**config.mk**
```make
export PLATFORM = sky130hd
export DESIGN_NAME = svc_rv_div_mc
export DESIGN_NICKNAME = d
export VERILOG_FILES = /design/src/rtl/svc_rv_pkg.sv /design/src/rtl/svc_rv_div_step.sv /design/src/rtl/svc_rv_div_mc.sv
export SDC_FILE = /design/constraint.sdc
export NUM_CORES = 1
export LEC_CHECK = 0
export CAP_MARGIN = 25
export CORE_ASPECT_RATIO = 1.5
export CORE_UTILIZATION = 58
export CTS_CLUSTER_SIZE = 40
export DETAILED_ROUTE_END_ITERATION = 10
export PLACE_DENSITY_LB_ADDON = 0.12
export SLEW_MARGIN = 25
export SYNTH_ARGS = -nofsm -noshare
export SYNTH_HDL_FRONTEND = slang
export SYNTH_SLANG_ARGS = --single-unit
```
**constraint.sdc**
```tcl
create_clock -name clk -period 9.9 [get_ports clk]
set_clock_uncertainty 0.1 [all_clocks]
set_input_delay 2.475 -clock clk [delete_from_list [all_inputs] [get_ports clk]]
set_output_delay 2.475 -clock clk [all_outputs]
set_load 0.02 [all_outputs]
```
**src/rtl/svc_rv_pkg.sv**
```systemverilog
// Shared RV core definitions: M-extension divide op encoding and divider FSM states.
// Optional divider feature macro: SVC_RV_DIV_EARLY_EXIT_EN (see svc_rv_div_mc).
package svc_rv_pkg;

    // funct3[1:0] of the M-extension divide/remainder encodings
    typedef enum logic [1:0] {
        OP_DIV  = 2'b00,
        OP_DIVU = 2'b01,
        OP_REM  = 2'b10,
        OP_REMU = 2'b11
    } div_op_t;

    typedef enum logic [1:0] {
        ST_IDLE = 2'b00,
        ST_CHK  = 2'b01,
        ST_CALC = 2'b10,
        ST_ADJ  = 2'b11
    } div_state_t;

    function automatic logic op_is_signed(input div_op_t op);
        return ~op[0];
    endfunction

    function automatic logic op_is_rem(input div_op_t op);
        return op[1];
    endfunction

endpackage

```
**src/rtl/svc_rv_div_step.sv**
```systemverilog
// One radix-2 restoring division iteration: shift in the next dividend bit,
// trial-subtract the divisor, keep the difference when it does not borrow.
module svc_rv_div_step #(
    parameter int XLEN = 32
) (
    input  logic [XLEN:0]   rem_in,
    input  logic [XLEN-1:0] quot_in,
    input  logic [XLEN-1:0] divisor,
    output logic [XLEN:0]   rem_out,
    output logic [XLEN-1:0] quot_out
);

    logic [XLEN+1:0] shifted;
    logic [XLEN:0]   diff;
    logic            fits;

    always_comb begin
        shifted  = {rem_in, quot_in[XLEN-1]};
        fits     = (shifted >= {2'b00, divisor});
        diff     = shifted[XLEN:0] - {1'b0, divisor};
        rem_out  = fits ? diff : shifted[XLEN:0];
        quot_out = {quot_in[XLEN-2:0], fits};
    end

endmodule

```
**src/rtl/svc_rv_div_mc.sv**
```systemverilog
// Multi-cycle RV32/64 M-extension divider (DIV/DIVU/REM/REMU), one quotient bit per cycle.
// Define SVC_RV_DIV_EARLY_EXIT_EN to finish in CHK when |dividend| < |divisor|.
module svc_rv_div_mc
    import svc_rv_pkg::*;
#(
    parameter int XLEN = 32
) (
    input  logic            clk,
    input  logic            rst,
    input  logic            start,
    input  logic [1:0]      op,
    input  logic [XLEN-1:0] dividend,
    input  logic [XLEN-1:0] divisor,
    input  logic            kill,
    output logic            busy,
    output logic            done,
    output logic [XLEN-1:0] result
);

    localparam int CNT_W = $clog2(XLEN) + 1;
    localparam logic [XLEN-1:0] INT_MIN = {1'b1, {(XLEN-1){1'b0}}};

    div_state_t state, state_nxt;

    div_op_t           op_lat;
    logic [XLEN-1:0]   dvd_orig;
    logic [XLEN-1:0]   dvs_orig;
    logic [XLEN-1:0]   dvs_mag;
    logic [XLEN-1:0]   quot;
    logic [XLEN:0]     rem;
    logic              neg_quot;
    logic              neg_rem;
    logic [CNT_W-1:0]  cnt, cnt_nxt;
    logic              done_nxt;
    logic [XLEN-1:0]   result_nxt;

    logic              accept;
    logic              in_signed;
    logic              dvd_neg;
    logic              dvs_neg;
    logic [XLEN-1:0]   dvd_abs;
    logic [XLEN-1:0]   dvs_abs;

    logic              div_zero;
    logic              overflow;
    logic              early;
    logic              special;
    logic [XLEN-1:0]   special_val;
    logic [XLEN-1:0]   quot_adj;
    logic [XLEN-1:0]   rem_adj;

    logic [XLEN:0]     step_rem;
    logic [XLEN-1:0]   step_quot;

    assign busy   = (state != ST_IDLE);
    assign accept = start && !busy && !kill;

    // Operand conditioning at accept: signed ops work on magnitudes
    always_comb begin
        in_signed = op_is_signed(div_op_t'(op));
        dvd_neg   = in_signed && dividend[XLEN-1];
        dvs_neg   = in_signed && divisor[XLEN-1];
        dvd_abs   = dvd_neg ? (~dividend + 1'b1) : dividend;
        dvs_abs   = dvs_neg ? (~divisor + 1'b1) : divisor;
    end

    svc_rv_div_step #(
        .XLEN(XLEN)
    ) u_step (
        .rem_in  (rem),
        .quot_in (quot),
        .divisor (dvs_mag),
        .rem_out (step_rem),
        .quot_out(step_quot)
    );

    // Special-case detection in CHK; quot still holds |dividend| there
    always_comb begin
        div_zero = (dvs_mag == '0);
        overflow = op_is_signed(op_lat) && (dvd_orig == INT_MIN) && (dvs_orig == '1);
`ifdef SVC_RV_DIV_EARLY_EXIT_EN
        early    = (quot < dvs_mag);
`else
        early    = 1'b0;
`endif
        special     = div_zero || overflow || early;
        special_val = '0;
        if (div_zero) begin
            special_val = op_is_rem(op_lat) ? dvd_orig : '1;
        end else if (overflow) begin
            special_val = op_is_rem(op_lat) ? '0 : dvd_orig;
        end else if (early) begin
            special_val = op_is_rem(op_lat) ? dvd_orig : '0;
        end
    end

    always_comb begin
        quot_adj = neg_quot ? (~quot + 1'b1) : quot;
        rem_adj  = neg_rem ? (~rem[XLEN-1:0] + 1'b1) : rem[XLEN-1:0];
    end

    always_comb begin
        state_nxt  = state;
        cnt_nxt    = cnt;
        done_nxt   = 1'b0;
        result_nxt = result;
        case (state)
            ST_IDLE: begin
                if (start) begin
                    state_nxt = ST_CHK;
                end
            end
            ST_CHK: begin
                if (special) begin
                    state_nxt  = ST_IDLE;
                    done_nxt   = 1'b1;
                    result_nxt = special_val;
                end else begin
                    state_nxt = ST_CALC;
                    cnt_nxt   = CNT_W'(XLEN);
                end
            end
            ST_CALC: begin
                cnt_nxt = cnt - 1'b1;
                if (cnt == CNT_W'(1)) begin
                    state_nxt = ST_ADJ;
                end
            end
            ST_ADJ: begin
                state_nxt  = ST_IDLE;
                done_nxt   = 1'b1;
                result_nxt = op_is_rem(op_lat) ? rem_adj : quot_adj;
            end
            default: state_nxt = ST_IDLE;
        endcase
        // Flush wins over everything, including a same-cycle start
        if (kill) begin
            state_nxt  = ST_IDLE;
            cnt_nxt    = '0;
            done_nxt   = 1'b0;
            result_nxt = result;
        end
    end

    always_ff @(posedge clk) begin
        if (rst) begin
            state  <= ST_IDLE;
            cnt    <= '0;
            done   <= 1'b0;
            result <= '0;
        end else begin
            state  <= state_nxt;
            cnt    <= cnt_nxt;
            done   <= done_nxt;
            result <= result_nxt;
        end
    end

    always_ff @(posedge clk) begin
        if (rst) begin
            op_lat   <= OP_DIV;
            dvd_orig <= '0;
            dvs_orig <= '0;
            dvs_mag  <= '0;
            quot     <= '0;
            rem      <= '0;
            neg_quot <= 1'b0;
            neg_rem  <= 1'b0;
        end else if (accept) begin
            op_lat   <= div_op_t'(op);
            dvd_orig <= dividend;
            dvs_orig <= divisor;
            dvs_mag  <= dvs_abs;
            quot     <= dvd_abs;
            rem      <= '0;
            neg_quot <= dvd_neg ^ dvs_neg;
            neg_rem  <= dvd_neg;
        end else if (state == ST_CALC && !kill) begin
            quot <= step_quot;
            rem  <= step_rem;
        end
    end

endmodule
```
# Word-level counts from Yosys, hierarchy flattened
# Index checks and enable logic that the tools add are counted.
# W data, S select, Z words.
totals:
  reg_bits: 206
  in_bits: 70
classes:
  n_reduce_logical: 21
  n_bitwise: 8
  add_sub_neg: 6
  muxes: 22
  eq_ne: 10
  order_cmp: 1
ops:
  columns: ["op", "count"]
  rows:
  - ["$mux W32", 12]
  - ["$add A32 B1 Y32 const B", 4]
  - ["$not A32 Y32", 4]
  - ["$eq A32 B32 Y1 const B", 2]
  - ["$pmux W32 S2", 1]
  - ["$ge A34 B32 Y1", 1]
  - ["$mux W33", 1]
  - ["$sub A33 B32 Y33", 1]
  - ["$logic_not A32 Y1", 1]
  - ["$pmux W6 S2", 1]
  - ["$ne A2 B2 Y1 const B", 4]
  - ["$pmux W2 S4", 1]
  - ["$reduce_bool A2 Y1", 4]
  - ["$logic_and A1 B1 Y1", 7]
  - ["$eq A6 B1 Y1 const B", 1]
  - ["$mux W2", 3]
  - ["$mux W6", 1]
  - ["$sub A6 B1 Y6 const B", 1]
  - ["$eq A2 B2 Y1 const B", 2]
  - ["$reduce_and A2 Y1", 2]
  - ["$reduce_or A2 Y1", 2]
  - ["$not A1 Y1", 3]
  - ["$reduce_and A3 Y1", 1]
  - ["$eq A2 B1 Y1 const B", 1]
  - ["6 further kinds", 7]

# Longest topological paths before layout
# Gate-level depths: netlist of the first run.
depth:
  word_depth: 7
  mapped_depth: 14
  ltp_nobuf: 12

# By module
# A second synthesis of the first run with hierarchy kept.
hier_totals:
  hier_cells: 1801
  hier_area_um2: 13426.6
by_module_without_submodules:
  columns: ["mod", "cells_per_inst", "area_per_inst_um2", "seq_area_each_um2", "n_inst"]
  rows:
  - ["svc_rv_div_mc", 1423, 10995.5, 4103.9, 1]
  - ["svc_rv_div_step", 378, 2431.1, 0.0, 1]

# Worst setup path before layout of the first run
# No wires, ideal clock.
synth_timing:
  kind: "input port to flip-flop"
  from: "input divisor[2]"
  to: "register dvs_mag[20]"
  stages: 6
  setup_slack_ps: 5124
  setup_time_ps: 86
  arrival_ps: 4590
  n_path_buf: 0
  path_cell_list: "or4_1 > or4_1 > or3_1 > o41ai_1 > xor2_1 > a211oi_1"
synth_via:
  elab_chain_len: 3
synth_rtl:
  columns: ["item", "line_no", "text"]
  rows:
  - ["from (decl)", "svc_rv_div_mc.sv:13", "input logic [XLEN-1:0] divisor,"]
  - ["$not A32 Y32", "svc_rv_div_mc.sv:64", "dvs_abs = dvs_neg ? (~divisor + 1'b1) : divisor;"]
  - ["$add A32 B1 Y32", "svc_rv_div_mc.sv:64", null]
  - ["$mux W32", "svc_rv_div_mc.sv:64", null]
  - ["to (signal assigned)", "svc_rv_div_mc.sv:173", "dvs_mag <= dvs_abs;"]
  - ["to (decl)", "svc_rv_div_mc.sv:28", "logic [XLEN-1:0] dvs_mag;"]
# No other way between the ends.
# A chain may end at the register's enable or synchronous reset.

# Final worst setup path of the first run
layout_timing:
  from: "input dividend[2]"
  to: "register quot[29]"
layout_via:
  elab_chain_len: 4
layout_rtl:
  columns: ["item", "line_no", "text"]
  rows:
  - ["from (decl)", "svc_rv_div_mc.sv:12", "input logic [XLEN-1:0] dividend,"]
  - ["$not A32 Y32", "svc_rv_div_mc.sv:63", "dvd_abs = dvd_neg ? (~dividend + 1'b1) : dividend;"]
  - ["$add A32 B1 Y32", "svc_rv_div_mc.sv:63", null]
  - ["$mux W32", "svc_rv_div_mc.sv:63", null]
  - ["$mux W32", "svc_rv_div_mc.sv:169", "end else if (accept) begin"]
  - ["to (signal assigned)", "svc_rv_div_mc.sv:174", "quot <= dvd_abs;"]
  - ["to (signal assigned)", "svc_rv_div_mc.sv:179", "quot <= step_quot;"]
  - ["to (decl)", "svc_rv_div_mc.sv:29", "logic [XLEN-1:0] quot;"]
# No other way between the ends.

==> results of run 1 <==
through the flow:
stage,area [µm²],cells
floorplan,13250,1819
global placement,14330,2094
detailed placement,14330,2094
CTS,15080,2134
global route,15090,2135
finish,15090,2135
flip-flops by register name, indices dropped and copies added (netlist names), named ones only:
signal / flops
rem: 33
dvd_orig: 32
dvs_orig: 32
quot: 32
result: 32
dvs_mag: 31
cnt: 6
op_lat: 2
done: 1
neg_quot: 1
neg_rem: 1
state: 1
final timing paths:
check / start / end / slack (ps) / cells past startpoint
worst max-delay path: dividend[2] / quot[29] / 4640 / 9
worst min-delay path: result[22] / result[22] / 350 / 2
worst max register to register: dvd_orig[9] / result[26] / 5230 / 8
worst min register to register: result[22] / result[22] / 350 / 2
layout make-up:
type                       count  area [µm²]  area share
clock buffer                  31       624.3     0.04138
tap                          276       345.3     0.02289
timing repair buffer         119        1149     0.07613
clock inverter                 9       131.4    0.008708
inverter                      57       214.0     0.01418
antenna                        1       2.502   0.0001659
sequential                   205        4105      0.2721
multi-input combinational   1437        8516      0.5644
power breakdown:
part / switching, W / internal [W]
Combinational: 0.000263 / 0.000170
Sequential: 0.0000398 / 0.000859
Clock: 0.000362 / 0.000499
logic make-up after synthesis:
family,Yosys count
XOR/XNOR,129
AO/OA/AOI/OAI,536
multiplexers,29
flip-flops,205
adder cells (fa/ha/maj),39
AND/OR/NAND/NOR,704
buffers and inverters,177
routing by layer:
layer,global-route usage,vias up,share of wire
li1,-,6552,-
met1,0.4036,6315,0.38
met2,0.6319,502,0.50
met3,0.03633,144,0.057
met4,0.2247,0,0.065
met5,0,-,0
cells in the final DEF (no fill, tap or decap), drive strengths merged, types with 5 or more instances in the layout:
cell type,netlist,routed
inv,56,57
or2,9,9
a221oi,8,8
buf,9,17
xnor2,70,70
o41ai,13,13
a211oi,42,42
nor4,32,32
mux2i,19,19
nand2,301,301
o31a,5,5
nand2b,14,14
dfxtp,205,205
mux2,10,10
a211o,13,13
o21a,7,7
a21oi,210,210
o31ai,28,28
xor2,59,59
o21ai,93,93
a311oi,32,32
nand3,22,22
or3,11,11
and3,8,8
nand4,16,16
clkdlybuf4s50,0,102
nor2,195,195
or4,21,21
o22ai,8,8
a31oi,13,13
o211ai,18,18
ha,38,38
nor3,46,46
nor2b,10,10
a21o,13,13
clkbuf,111,31
tightest hold or removal path, delay by kind of cell (launching register included):
family	cells	cell delay, ps
compound gates	1	50
flops	1	310
simple gates	1	50
==> results.md, run 1 <==
* Adder-cell share of the synthesized area at 0.03740
* Final Cycle Share at 0.5310
* Slew at the pin closest to its max-slew limit at 921.6 ps
* Worst min-delay path category: reg -> reg
* Post-synthesis area per instance at 7.284 µm²
* Setup Buffers After CTS at 0
* First-pass GRT wire length at 66.86 mm
* Starting Density at 0.5919
* XOR/XNOR Fraction of Synth Area at 0.08528
* Synth top area cells: dfxtp_1, nand2_1, a21oi_1, nor2_1, xnor2_1
* FP Rows at 67
* Mux share of post-synthesis cell area at 0.02285
* Final wirelength at 41.78 mm
* VDD IR max at 0.1225 mV
* # nets final at 1951
* P per Cell Area at 145.3 nW/µm²
* First-pass DRT Iterations at 6
* Chip height at 187.1 µm
* # port buffers at 103
* FF+latch count, synth at 205
* Slowest CP cell: nor4_1
* Async S/R FF share, synth at 0
* Core Region at 22380 µm²
* Synth cell count leaders: nand2_1, a21oi_1, dfxtp_1, nor2_1, clkbuf_1
* Hold_ws at 348.5 ps
* Starting DRC count in detailed routing at 1085
* Max Cap Viol at 0
* Clk_lat worst skew at 530 ps
* Critical path's largest stage delay at 750 ps
* Post-CTS sizing at 0
* Longest Clk Path Bufs at 3
* Syn-to-layout area delta at 13.87%
* Die area at 23460 µm²
* Final setup fails at 0
* Post-Syn Instances at 1819
* Synthesized net count at 1928
* Root Driver: clkbuf_16
* Synth Area in Compound Gates at 0.2557
* Peak Freq at 190.2 MHz
* Initial antenna violation count at 1
* Tmin final at 5257 ps
* Die X at 125.4 µm
* Gr ovfl total at 0
* Max H-tree Level at 1
* Family with the most delay on the worst path: simple AND/OR/NAND/NOR gates
* Post-synth cell types at 70
* Max FO, Critical Path at 6
* Max-slew violations at 0
* Sequential area share after synthesis at 0.3098
* CTS tree: yes
* Mapped Area at 13250 µm²
* Detailed placement HPWL at 30.58 mm
* DR vias at 13.51k
* Fill count at 2007
* Vias in the first global route at 12.90k
* Most common cell in the synthesized netlist: nand2_1
* Worst EP arrival at 5590 ps
* RSZ-0062 raised after global routing: no
* WS Path Type: in -> reg
* Worst path cell trace: clkdlybuf4s50_1 -> or3_1 -> nor4_1 -> nand2_1 -> nor3b_1 -> a21oi_1 -> xor2_1 -> nor2_1 -> a311oi_1
* Final ANT Viol Nets at 0
* Vias/cell at 6.329
* Residual DRC count at 0
* Critical Path Start Type: primary input
* CP endpoint kind: flip-flop
* Post-synth EDFFs at 0
* Synth area leader: dfxtp_1
* Yosys top cell area share at 0.3098
* Run status: finished, final reports clean
* Largest net degree at the start of global routing at 85
* Global Route Usage Sum at 0.3548
* CTS sink cnt at 205
* CTS Hold Buffers Added at 0
* Final Util at 0.6740
* I/O Pins at 104
* Ratio of cells with drive above 1 in the final layout at 0.04575
* Placer's final routability congestion estimate at 0.9573
* Rel. slew slack at 0.3856
* Final hold violation count at 0
* Clk slew on worst S/H paths at 60 ps
* Wirelength per Cell at 19.57 µm
* Setup TNS Final at 0 ps
* DP Worst Slack at 4137 ps
* Simple logic cell fraction of the synthesized area at 0.2385
* Largest family of logic cells by synthesized area: compound AO/OA/AOI/OAI gates
* Num CTS Buffers at 22
* Pwr Total at 0.002192 W
* Synth Flop Type: dfxtp_1
* Synth warnings at 0
* Count of buffer and inverter cells on the critical path at 1
* Post-route setup slack at 4643 ps
* CP required at 10230 ps
* Leak pwr at 5.529 nW
Note: power is estimated with default switching activity, not from simulation.
==> run 2, diff against run 1 <==
==> constraint.sdc (replaced) <==
create_clock -name clk -period 4.86 [get_ports clk]
set_clock_uncertainty 0.1 [all_clocks]
set_input_delay 1.215 -clock clk [delete_from_list [all_inputs] [get_ports clk]]
set_output_delay 1.215 -clock clk [all_outputs]
set_load 0.02 [all_outputs]
==> results.md, run 2 (synthesized netlist as in run 1, its figures left out) <==
* Slew at the pin closest to its max-slew limit at 908.5 ps (was 921.6 ps)
* Longest Clk Path Bufs at 3 (unchanged)
* VDD IR max at 0.3102 mV (was 0.1225 mV)
* Final wirelength at 41.70 mm (was 41.78 mm)
* Critical Path Start Type: flip-flop (was primary input)
* Rel. slew slack at 0.3887 (was 0.3856)
* Commonest non-fill, non-tap cells in the layout: nand2_1, a21oi_1, dfxtp_1 (unchanged)
* Hold wc startpoint: dvs_orig[7] (was result[22])
* Die X at 125.4 µm (unchanged)
* Root Driver: clkbuf_16 (unchanged)
* CP endpoint kind: flip-flop (unchanged)
* P per Cell Area at 285.4 nW/µm² (was 145.3 nW/µm²)
* Global Route Usage Sum at 0.3505 (was 0.3548)
* Max H-tree Level at 1 (unchanged)
* Placed cells at 2107 (was 2094)
* Starting DRC count in detailed routing at 1151 (was 1085)
* Num CTS Buffers at 21 (was 22)
* Peak Freq at 242.3 MHz
* Pwr Total at 0.004318 W (was 0.002192 W)
* CTS tree: yes (unchanged)
* Worst R2R Path Depth at 13 (was 8)
* NetSw at 0.001309 W (was 0.0006643 W)
* RSZ-0062 raised after global routing: no (unchanged)
* Starting Density at 0.5919 (unchanged)
* Setup TNS Final at 0 ps (unchanged)
* Tmin final at 4128 ps
* Vias in the first global route at 12.57k (was 12.90k)
* CTS sink cnt at 205 (unchanged)
* Hold Path End: dvs_orig[7] (was result[22])
* Syn-to-layout area delta at 14.20% (was 13.87%)
* Run status: finished, final reports clean (unchanged)
* Core Region at 22380 µm² (unchanged)
* DP Worst Slack at 547.8 ps (was 4137 ps)
* Worst min-delay path category: reg -> reg (unchanged)
* Placer's final routability congestion estimate at 0.9958 (was 0.9573)
* First-pass DRT Iterations at 6 (unchanged)
* Max-slew violations at 0 (unchanged)
* Sequential Power Share at 0.423 (was 0.410)
* Residual DRC count at 0 (unchanged)
* Final ANT Viol Nets at 0 (unchanged)
* Combinational power share at 0.206 (was 0.197)
* CP required at 5180 ps (was 10230 ps)
* Max Cap Viol at 0 (unchanged)
* Worst R2R Start: quot[31] (was dvd_orig[9])
* Clock share of power at 0.370 (was 0.393)
* Vias/cell at 6.359 (was 6.329)
* Max FO, Critical Path at 32 (was 6)
* Most common cell after layout, fill and taps aside: nand2_1 (unchanged)
* Worst EP arrival at 4450 ps (was 5590 ps)
* Worst setup path startpoint: quot[31] (was dividend[2])
* Fill count at 1972 (was 2007)
* Final Cycle Share at 0.8493
* Clk slew on worst S/H paths at 60 ps (about the same)
* DR vias at 13.63k (was 13.51k)
* Final hold violation count at 0 (unchanged)
* Largest net degree at the start of global routing at 134 (was 85)
* Clk_lat worst skew at 520 ps (was 530 ps)
* Cell internal pwr at 0.003009 W (was 0.001527 W)
* Design Area, Final at 15130 µm² (was 15090 µm²)
* Gr ovfl total at 0 (unchanged)
* I/O Pins at 104 (unchanged)
* Wirelength per Cell at 19.46 µm (was 19.57 µm)
* Leak pwr at 5.575 nW (was 5.529 nW)
* Hold Path Stages at 2 (unchanged)
* WS Path Type: reg -> reg (was in -> reg)
* Initial antenna violation count at 0 (was 1)
* Die area at 23460 µm² (unchanged)
* Largest register FFs at 33 (unchanged)
* Post-route setup slack at 732.2 ps (was 4643 ps)
* First-pass GRT wire length at 65.78 mm (was 66.86 mm)
* # port buffers at 103 (unchanged)
* Switch share at 0.3032 (was 0.3031)
* Post-CTS sizing at 0 (unchanged)
* R2R Setup Slk at 730 ps (was 5230 ps)
* Critical R2R Capture: rem[2] (was result[26])
* Setup Buffers After CTS at 0 (unchanged)
* Chip height at 187.1 µm (unchanged)
* Detailed placement HPWL at 30.96 mm (was 30.58 mm)
* CTS Hold Buffers Added at 0 (unchanged)
* Finished Layout Cells at 2143 (was 2135)
* # nets final at 1963 (was 1951)
* Antenna cell count at 0 (was 1)
* FP Rows at 67 (unchanged)
* Final setup fails at 0 (unchanged)
* Placed inst area at 14460 µm² (was 14330 µm²)
* Ratio of cells with drive above 1 in the final layout at 0.05196 (was 0.04575)
* Reg with most FFs: rem (unchanged)
## run 2: cell types whose count changed in the layout (fill, tap and decap cells not counted), sizes merged
| cell | delta |
|---|---|
| buf | +13 |
| clkbuf | -4 |
| clkinv | +2 |
| bufinv | -1 |
| clkinvlp | -1 |
| diode | -1 |
## run 2: how the worst max path moves through the flow
stage,end,slack [ps],depth (start not counted)
4_1_cts,rem[2],830,13
6_report,rem[2],730,13
3_3_place_gp,dvs_mag[28],660,9
2_1_floorplan,dvs_mag[20],1340,6
3_5_place_dp,dvs_mag[28],550,9
5_1_grt,rem[14],590,13
## run 2: power by group through the flow
stage	logic, W	registers [W]	clock network [W]
2_1_floorplan	0.000619	0.00183	0
3_3_place_gp	0.000859	0.00186	0
3_5_place_dp	0.000871	0.00186	0
4_1_cts	0.000877	0.00183	0.00162
5_1_grt	0.000974	0.00184	0.00169
6_report	0.000891	0.00183	0.00160
## run 2: layout make-up
type                       instances  area [µm²]  share of cell area
multi-input combinational       1437        8516              0.5628
sequential                       205        4105              0.2713
timing repair buffer             132        1284             0.08484
clock buffer                      27       588.1             0.03887
tap                              276       345.3             0.02282
inverter                          57       214.0             0.01414
clock inverter                     9       78.83            0.005210
## run 2: per-stage QoR
step / hold slack, ps / util
floorplan: 322.5 / -
global placement: 339.1 / 0.6462
detailed placement: 345.3 / 0.6462
CTS: 353.5 / 0.6759
global route: 371.1 / 0.6760
finish: 354.1 / 0.6760
## run 2: critical path, stage by stage, from the launching register on
cell and delay (ps):
dfxtp_1 310, inv_1 150, ha_1 200, inv_1 50, fa_1 430, a211oi_1 340, o211ai_1 220, a21oi_1 450
a31oi_1 330, nor2_4 490, buf_4 440, nor2_1 90, a211o_1 270, a21oi_1 130
## run 2: per-layer routing
metal | part of all wire | vias to the layer above | routed length, µm | global-route usage
li1 | - | 6580 | - | -
met1 | 0.38 | 6419 | 15990 | 0.4017
met2 | 0.50 | 495 | 20650 | 0.6263
met3 | 0.055 | 134 | 2314 | 0.03118
met4 | 0.066 | 0 | 2734 | 0.2167
met5 | 0 | - | 0 | 0
==> run 3, diff against run 2 <==
--- a/config.mk
+++ b/config.mk
@@ -7,7 +7,7 @@
 export LEC_CHECK = 0
 export CAP_MARGIN = 25
 export CORE_ASPECT_RATIO = 1.5
-export CORE_UTILIZATION = 58
+export CORE_UTILIZATION = 54
 export CTS_CLUSTER_SIZE = 40
 export DETAILED_ROUTE_END_ITERATION = 10
 export PLACE_DENSITY_LB_ADDON = 0.12
==> constraint.sdc (replaced) <==
create_clock -name clk -period 3.4 [get_ports clk]
set_clock_uncertainty 0.1 [all_clocks]
set_input_delay 0.85 -clock clk [delete_from_list [all_inputs] [get_ports clk]]
set_output_delay 0.85 -clock clk [all_outputs]
set_load 0.02 [all_outputs]
==> results.md, run 3 (synthesized netlist as in run 1, its figures left out) <==
* Run status: finished, final reports clean (unchanged)
* Antenna cell count at 0 (unchanged)
* Reg with most FFs: rem (unchanged)
* R2R Setup Slk at 130 ps (was 730 ps)
* Met3 usage at 0.03836 (was 0.03118)
* Worst min-delay path category: reg -> reg (unchanged)
* Vias in the first global route at 13.44k (was 12.57k)
* Clk slew on worst S/H paths at 60 ps (about the same)
* Syn-to-layout area delta at 22.84% (was 14.20%)
* Final setup fails at 0 (unchanged)
* Slew at the pin closest to its max-slew limit at 681.7 ps (was 908.5 ps)
* Worst path cell trace: or4_1 -> or2_2 -> or4_4 -> o41ai_2 -> xor2_1 -> mux2_1 -> a211o_1 -> a21oi_1 (was inv_1 -> ha_1 -> inv_1 -> fa_1 -> a211oi_1 -> o211ai_1 -> a21oi_1 -> a31oi_1 -> nor2_4 -> buf_4 -> nor2_1 -> a211o_1 -> a21oi_1)
* Gr ovfl total at 0 (unchanged)
* Met2 Use GR at 0.6211 (was 0.6263)
* Num CTS Buffers at 22 (was 21)
* WS Path Type: reg -> reg (unchanged)
* Switch share at 0.2915 (was 0.3032)
* Critical Path Start Type: flip-flop (unchanged)
* Clk_lat worst skew at 530 ps (was 520 ps)
* Commonest non-fill, non-tap cells in the layout: nand2_1, a21oi_1, dfxtp_1 (unchanged)
* Setup TNS Final at 0 ps (unchanged)
* I/O Pins at 104 (unchanged)
* Detailed placement HPWL at 33.57 mm (was 30.96 mm)
* Leak pwr at 6.237 nW (was 5.575 nW)
* Cell internal pwr at 0.004797 W (was 0.003009 W)
* RSZ-0062 raised after global routing: no (unchanged)
* P per Cell Area at 416.1 nW/µm² (was 285.4 nW/µm²)
* Global Route Usage Sum at 0.3538 (was 0.3505)
* DP Worst Slack at -315.0 ps (was 547.8 ps)
* Fill count at 2122 (was 1972)
* Worst R2R Start: rem[12] (was quot[31])
* Hold wc startpoint: result[22] (was dvs_orig[7])
* CTS tree: yes (unchanged)
* Max-slew violations at 0 (unchanged)
* CP endpoint kind: flip-flop (unchanged)
* Starting Density at 0.5540 (was 0.5919)
* Hold_ws at 353.4 ps (was 354.1 ps)
* Critical path's largest stage delay at 630 ps (was 490 ps)
* FP Rows at 69 (was 67)
* Rel. slew slack at 0.5455 (was 0.3887)
* Chip height at 193.8 µm (was 187.1 µm)
* CTS sink cnt at 205 (unchanged)
* CTS Hold Buffers Added at 0 (unchanged)
* Largest register FFs at 33 (unchanged)
* First-pass DRT Iterations at 5 (was 6)
* # nets final at 2082 (was 1963)
* Starting DRC count in detailed routing at 1033 (was 1151)
* Ratio of cells with drive above 1 in the final layout at 0.1102 (was 0.05196)
* Residual DRC count at 0 (unchanged)
* Combinational power share at 0.209 (was 0.206)
* Post-route setup slack at 134.5 ps (was 732.2 ps)
* Design Area, Final at 16270 µm² (was 15130 µm²)
* Busiest metal layer after global routing: met2 (unchanged)
* Worst R2R Path Depth at 8 (was 13)
* DR vias at 13.98k (was 13.63k)
* Met1 GRT Util at 0.4021 (was 0.4017)
* Final hold violation count at 0 (unchanged)
* Die X at 129.9 µm (was 125.4 µm)
* NetSw at 0.001974 W (was 0.001309 W)
* Root Driver: clkbuf_16 (unchanged)
* Pwr Total at 0.006771 W (was 0.004318 W)
* Clock share of power at 0.405 (was 0.370)
* Largest net degree at the start of global routing at 82 (was 134)
* Critical R2R Capture: result[20] (was rem[2])
* # port buffers at 103 (unchanged)
* Core Region at 23910 µm² (was 22380 µm²)
* Final Cycle Share at 0.9604 (was 0.8493)
* Max H-tree Level at 1 (unchanged)
* Longest Clk Path Bufs at 3 (unchanged)
* Slowest CP cell: or4_1 (was nor2_4)
* Hold Path Stages at 2 (unchanged)
* Peak Freq at 306.2 MHz (was 242.3 MHz)
* Worst EP arrival at 3630 ps (was 4450 ps)
* Placed inst area at 15450 µm² (was 14460 µm²)
* First-pass GRT wire length at 69.63 mm (was 65.78 mm)
* VDD IR max at 0.3781 mV (was 0.3102 mV)
* Max Cap Viol at 0 (unchanged)
* Hold Path End: result[22] (was dvs_orig[7])
* Wirelength per Cell at 19.03 µm (was 19.46 µm)
* Placer's final routability congestion estimate at 0.9597 (was 0.9958)
* Initial antenna violation count at 0 (unchanged)
* Die area at 25180 µm² (was 23460 µm²)
* Final wirelength at 43.88 mm (was 41.70 mm)
* Sequential Power Share at 0.386 (was 0.423)
* CP required at 3760 ps (was 5180 ps)
* Vias/cell at 6.060 (was 6.359)
* Final ANT Viol Nets at 0 (unchanged)
* Most common cell after layout, fill and taps aside: nand2_1 (unchanged)
* Max FO, Critical Path at 6 (was 32)
* Tmin final at 3265 ps (was 4128 ps)
-- run 3: worst max-delay path by stage --
stage	to	slack, ps	cells after the start	start
3_3_place_gp	dvs_mag[28]	-220	9	divisor[2]
4_1_cts	rem[32]	140	12	dvs_orig[0]
5_1_grt	rem[30]	10	14	dvs_orig[0]
3_5_place_dp	dvs_mag[20]	-320	7	divisor[2]
2_1_floorplan	rem[13]	220	13	quot[31]
6_report	result[20]	130	8	rem[12]
-- run 3: what timing repair did --
| item | CTS | global route |
|---|---|---|
| setup buffers | 0 | 0 |
| gates resized for setup | 0 | 1 |
| endpoints found under the setup margin | 0 | 1 |
| hold endpoints to repair | 0 | 0 |
-- run 3: worst max-delay path: cells and delay by family, from the launching register on --
family           cells  cell delay (ps)
flip-flops           1              410
multiplexers         1              370
AO/OA/AOI/OAI        3              700
AND/OR/NAND/NOR      3             1470
XOR/XNOR             1              140
-- run 3: layout make-up --
class	count	area (µm²)	area share
repair buffers	250	2220	0.1364
well taps	319	399.1	0.02453
flip-flops and latches	205	4105	0.2522
inverters	57	214.0	0.01315
multi-input cells	1437	8522	0.5236
clock inverters	13	232.7	0.01430
clock buffers	25	581.8	0.03575
-- run 3: through the flow --
stage,std cells,utilization
after floorplan,1819,-
after global placement,2268,0.6462
after detailed placement,2268,0.6462
after CTS,2306,0.6802
after global routing,2306,0.6805
final,2306,0.6805
-- run 3: routing by layer --
layer	routed length (µm)	part of all wire
met1	16990	0.39
met2	22010	0.50
met3	2127	0.048
met4	2748	0.063
met5	0	0
-- run 3: power by group through the flow --
stage	sequential, W	clock [W]	combinational (W)
2_1_floorplan	0.00262	0	0.000885
3_3_place_gp	0.00266	0	0.00137
3_5_place_dp	0.00266	0	0.00138
4_1_cts	0.00261	0.00276	0.00140
5_1_grt	0.00263	0.00286	0.00154
6_report	0.00262	0.00274	0.00142
